==> src/rtl/baud_tick_generator.sv <==
// baud_tick_generator
//   Fractional-N phase accumulator that produces single-cycle clock enables
//   for a UART: an oversample tick, a TX bit tick and a mid-bit RX sample
//   tick. Everything stays on clk. The RX tick can be re-phased from the
//   receiver's start-bit detector, and the rate can be reprogrammed at runtime.
//
// Ports
//   clk        board clock
//   rst        synchronous active-high reset
//   en         1 = run, 0 = freeze accumulator and counters (ticks forced low)
//   cfg_load   strobe: take cfg_inc as the new increment and restart the phase
//   cfg_inc    new increment; os rate = clk * inc / 2**ACC_WIDTH
//   rx_sync    strobe on RX start-bit falling edge; re-phases rx_sample
//   os_tick    oversample enable pulse
//   tx_tick    bit-period enable pulse (coincides with every OVERSAMPLE-th os_tick)
//   rx_sample  mid-bit sample enable pulse
//   inc_q      increment currently in use
module baud_tick_generator #(
    parameter int CLOCK_RATE = 50000000,
    parameter int BAUD_RATE  = 115200,
    parameter int OVERSAMPLE = 16,
    parameter int ACC_WIDTH  = 24
) (
    input  logic                 clk,
    input  logic                 rst,
    input  logic                 en,
    input  logic                 cfg_load,
    input  logic [ACC_WIDTH-1:0] cfg_inc,
    input  logic                 rx_sync,
    output logic                 os_tick,
    output logic                 tx_tick,
    output logic                 rx_sample,
    output logic [ACC_WIDTH-1:0] inc_q
);

    // Rounded increment for the reset baud rate, evaluated in 64 bits.
    localparam logic [ACC_WIDTH-1:0] DEF_INC = ACC_WIDTH'(
        (64'(BAUD_RATE) * 64'(OVERSAMPLE) * (64'd1 << ACC_WIDTH) + 64'(CLOCK_RATE) / 64'd2)
        / 64'(CLOCK_RATE));

    localparam int             CNT_W = $clog2(OVERSAMPLE);
    localparam logic [CNT_W-1:0] LAST = CNT_W'(OVERSAMPLE - 1);
    localparam logic [CNT_W-1:0] HALF = CNT_W'(OVERSAMPLE / 2);

    logic [ACC_WIDTH-1:0] acc;
    logic                 carry;   // registered overflow of the last add
    logic [CNT_W-1:0]     tx_cnt;
    logic [CNT_W-1:0]     rx_cnt;
    logic [ACC_WIDTH:0]   sum;
    logic [CNT_W-1:0]     tx_nxt;
    logic [CNT_W-1:0]     rx_nxt;

    always_comb begin
        sum    = {1'b0, acc} + {1'b0, inc_q};
        tx_nxt = (tx_cnt == LAST) ? '0 : tx_cnt + CNT_W'(1);
        rx_nxt = (rx_cnt == LAST) ? '0 : rx_cnt + CNT_W'(1);
    end

    // The carry is registered first and the ticks are registered from it,
    // so all three ticks of one overflow appear together a cycle after the add.
    always_ff @(posedge clk) begin
        if (rst) begin
            acc       <= '0;
            carry     <= 1'b0;
            tx_cnt    <= '0;
            rx_cnt    <= '0;
            os_tick   <= 1'b0;
            tx_tick   <= 1'b0;
            rx_sample <= 1'b0;
            inc_q     <= DEF_INC;
        end else if (cfg_load) begin
            inc_q     <= cfg_inc;
            acc       <= '0;
            carry     <= 1'b0;
            tx_cnt    <= '0;
            rx_cnt    <= '0;
            os_tick   <= 1'b0;
            tx_tick   <= 1'b0;
            rx_sample <= 1'b0;
        end else if (!en) begin
            // Pending carry is held with the rest of the phase so that the
            // tick pattern resumes exactly where it stopped.
            os_tick   <= 1'b0;
            tx_tick   <= 1'b0;
            rx_sample <= 1'b0;
            if (rx_sync)
                rx_cnt <= HALF;
        end else begin
            {carry, acc} <= sum;
            os_tick      <= carry;
            tx_tick      <= carry && (tx_cnt == LAST);
            // A carry coinciding with rx_sync belongs to the old RX phase.
            rx_sample    <= carry && (rx_cnt == LAST) && !rx_sync;
            if (carry)
                tx_cnt <= tx_nxt;
            if (rx_sync)
                rx_cnt <= HALF;
            else if (carry)
                rx_cnt <= rx_nxt;
        end
    end

endmodule

==> config.mk <==
export PLATFORM = sky130hd
export DESIGN_NAME = baud_tick_generator
export DESIGN_NICKNAME = d
export VERILOG_FILES = /design/src/rtl/baud_tick_generator.sv
export SDC_FILE = /design/constraint.sdc
export NUM_CORES = 1
export LEC_CHECK = 0
export BUFFER_PORTS_ARGS = -buffer_cell sky130_fd_sc_hd__buf_4
export CORE_ASPECT_RATIO = 1.4
export CORE_MARGIN = 2
export CORE_UTILIZATION = 45
export CTS_CLUSTER_SIZE = 14
export DETAILED_ROUTE_END_ITERATION = 10
export GPL_ROUTABILITY_DRIVEN = 0
export PLACE_DENSITY_LB_ADDON = 0.08
export SLEW_MARGIN = 20
export SYNTH_ARGS = -nofsm -noshare
export SYNTH_HDL_FRONTEND = slang
export SYNTH_SLANG_ARGS = --single-unit
==> constraint.sdc <==
create_clock -name clk -period 4.3 [get_ports clk]
set_input_delay 0.86 -clock clk [delete_from_list [all_inputs] [get_ports clk]]
set_output_delay 0.86 -clock clk [all_outputs]
set_load 0.005 [all_outputs]
# Word-level counts from Yosys, hierarchy flattened
# Index checks and enable logic that the tools add are counted.
# word_totals
reg_bits	60
in_bits	29
# classes
n_addsub	3
n_eq_ne	2
mux	6
n_bitwise	1
reduce_logical	10
# ops
operator	count
adder 24 x 24 -> 25 bit	1
2-to-1 mux 4 bit	6
adder 4 x 1 -> 4 bit, second input constant	2
equality test 4 bit, second input constant	2
AND reduction 2 bit	2
nonzero test 2 bit	2
logical AND 1 bit	3
OR reduction 3 bit	1
OR reduction 2 bit	1
zero test 1 bit	1
inverter 1 bit	1

# Longest topological paths before layout
# depth
depth_word	5
depth_mapped	9
mapped_depth_nobuf	9

# Least setup slack after synthesis
# No wires, ideal clock.
# synth_timing
path_kind	register to register
from	register inc_q[0]
to	register carry
t_arrival_ns	2.251
setup_slack_ns	1.904
stages_incl_launch_ff	10
synth_period_minus_slack_ns	2.396
cell_sequence	dfxtp_1 ha_1 fa_1 a211oi_1 o21bai_1 a21oi_1 o221ai_4 a31oi_2 nand3b_1 a41oi_1
# synth_via
elab_chain_cells	1
# synth_rtl
item	line_no	source
from (decl)	33	output logic [ACC_WIDTH-1:0] inc_q
from (signal assigned)	72	inc_q <= cfg_inc;
adder 24 x 24 -> 25 bit	54	sum = {1'b0, acc} + {1'b0, inc_q};
to (signal assigned)	89	{carry, acc} <= sum;
to (decl)	46	logic carry;
# No other way between the ends.
# A chain may end at the register's enable or synchronous reset.

# Worst setup path after layout
# Ends and elaborated chain as after synthesis.

==> summary.txt <==
Route
  – DRT antenna net count: 0
  – DRC: 0
  – Vias per cell: 5.40
  – Drt initial violations: 116
  – Via count: 2891
  – First-pass DRT Iterations: 6
  – WL final: 7670 µm
  – Detailed-route wire length per cell: 14.3 µm

Logic synthesis
  – Top cells by area, synth: dfxtp_1 35%, ha_1 9.6%, mux2i_1 6.8%
  – Number of library cell types mapped by synthesis: 50
  – Yosys warnings: 0
  – Syn_area_per_cell: 8.74 µm²
  – Number of enable flip-flop cells after synthesis: 0
  – Synth area leader: dfxtp_1
  – Synthesized area: 3390 µm²
  – Top_reg_cell synth: dfxtp_1
  – Syn Inst Count: 388
  – Syn nets: 444
  – Fraction of registers with async set/reset: 0%
  – Synth Register Bits: 60
  – Sequential share of the synthesized area: 35.4%
  – Share of the synthesized area in the top cell type: 35.4%

Clock tree
  – Hold Buf Count CTS: 0
  – Clock Pin Slew Worst Setup and Hold Paths: 0.08 ns
  – CTS tree: yes
  – Worst-skew pair later-pin latency: 0.35 ns
  – Root Buffer: clkbuf_8
  – Setup Buffers After CTS: 0
  – Sink Count: 60
  – # resized after CTS: 0
  – Inserted Clock Buffers: 9
  – Clock Path Buffers: 2
  – Htree depth: 3

Cells and area
  – Most frequent cells in the layout: 60 x dfxtp_1, 55 x buf_4, 36 x nor2_1
  – Final std cells w/o fill: 535
  – P&R area growth vs syn: 19.9%
  – Most common cell after layout, fill and taps aside: dfxtp_1
  – ANT cells: 0
  – Fraction of layout instances using a drive strength above 1: 18.0%
  – Layout Nets: 489
  – Final core occ: 55.5%

Timing
  – Hold Vio Cnt, Final: 0
  – Worst Max-Slew Pin Slew: 0.817 ns
  – Final clock skew: 0.00885 ns
  – Final setup viols: 0
  – Max Slew Vio Count: 0
  – Fin crit share: 62.6%
  – Slew margin rel.: 45.4%
  – Max Freq: 372 MHz
  – RSZ-0062 raised after global routing: no
  – Setup_tns: 0 ns
  – Period minus WS final: 2.69 ns

Placement
  – Port-buffer cells: 55
  – Dpl cells: 519
  – Post-DP HPWL: 5510 µm

Worst hold path
  – Hold endpoint: acc[19]
  – Hold Crit Class: reg -> reg
  – Hold Crit Depth: 2
  – Min-delay src: acc[19]

Floorplan
  – Die area: 8250 µm²
  – Site Rows: 37
  – Core area: 7310 µm²
  – Die W: 77.4 µm
  – Chip height: 107 µm
  – Top-Level Pins: 56
  – Initial Util: 46.3%

Power and ir drop
  – Leak: 0.00178 µW
  – Worst VDD drop: 0.190 mV
  – Power Dens Cells: 362 nW/µm²

Worst setup path
  – Crit path DAT: 2.88 ns
  – Crit Path Max Fanout: 6
  – Path depth of the worst reg2reg path: 9
  – R2R Path Start: inc_q[0]
  – CP Capture Type: register
  – CP required: 4.49 ns
  – Reg2Reg Setup Slack: 1.61 ns
  – Startpoint types: register
  – Critical path class: reg -> reg
  – Reg2reg end: carry

Global routing
  – Total gr overflow: 0
  – Vias in the first global route: 2898
  – Largest net degree at the start of global routing: 41
  – Antenna violations before repair: 0
  – First-pass GRT wire length: 12900 µm
  – Total track usage: 19.6%

Status
  – Status: finished, final reports clean

Run
  – Max Cap Violations: 0
worst max-delay path: stages, from the launching register on:
cell and delay [ns]:
dfxtp_1 0.32, ha_1 0.22, fa_1 0.42, a211oi_1 0.26, o21bai_1 0.10, a21oi_1 0.42
o221ai_4 0.21, a31oi_2 0.31, nand3b_1 0.15, a41oi_1 0.11
cell usage after synthesis, types with 2 or more instances:
| cell | number |
|---|---|
| o21bai_1 | 2 |
| or4b_1 | 2 |
| a41oi_1 | 3 |
| nand3b_1 | 5 |
| nor3_1 | 4 |
| dfxtp_1 | 60 |
| ha_1 | 26 |
| nor2b_1 | 20 |
| o21ai_0 | 17 |
| nand4_1 | 6 |
| mux2i_1 | 23 |
| a211oi_1 | 2 |
| a21boi_0 | 3 |
| o21ai_1 | 3 |
| inv_1 | 7 |
| nor2_1 | 36 |
| nand4b_1 | 3 |
| o211ai_1 | 4 |
| clkbuf_1 | 13 |
| a21oi_1 | 27 |
| a21o_1 | 8 |
| a211o_1 | 14 |
| o21a_1 | 3 |
| nand3_1 | 11 |
| and2_1 | 2 |
| nand2_1 | 34 |
| xnor2_1 | 10 |
| xor2_1 | 9 |
| or3_1 | 2 |
| buf_2 | 3 |
| a31oi_1 | 4 |
| buf_1 | 4 |
how the worst max path moves through the flow:
stage,startpoint,to,cells after the start
detailed placement,inc_q[0],carry,9
global route,inc_q[0],carry,9
global placement,inc_q[0],carry,9
floorplan,inc_q[0],carry,9
CTS,inc_q[0],carry,9
finish,inc_q[0],carry,9
per-stage QoR:
stage	area, µm²	power (µW)	setup slack, ns	hold slack (ns)
after global placement	3840	902	1.69	0.447
final	4060	1470	1.61	0.474
after detailed placement	3840	907	1.62	0.453
after global routing	4060	1550	1.37	0.507
after floorplan	3390	819	1.90	0.429
after CTS	4060	1490	1.58	0.472
cell families after synthesis:
logic type      share of synthesized area (%)
compound gates                           19.5
xor+xnor                                 4.91
fa+ha+maj                                10.2
buf+inv                                  3.25
flops                                    35.4
mux                                      7.12
simple gates                             19.6
registers in the layout, summed over array words and instances, names as in the netlist:
register,flops
tx_cnt,4
os_tick,1
rx_cnt,4
tx_tick,1
inc_q,24
rx_sample,1
acc,24
carry,1
report_power, final:
group          leakage (µW)  total, µW  switching (µW)  internal (µW)
clock              0.000110        579             249            330
sequential         0.000492        604            20.8            584
combinational       0.00117        288             152            136
layout make-up:
type,count,area (µm²)
fill,707,3250
multi-input combinational,300,2080
sequential,60,1200
timing repair buffer,55,413
clock buffer,9,124
tap,97,121
clock inverter,7,98.8
inverter,7,26.3
metal layers:
metal  track usage, %  share of wire [%]
met1             21.8                 43
met2             35.5                 53
met3             4.55                2.8
met4             8.29                1.9
met5                0                  0
Note: power is estimated with default switching activity, not from simulation.
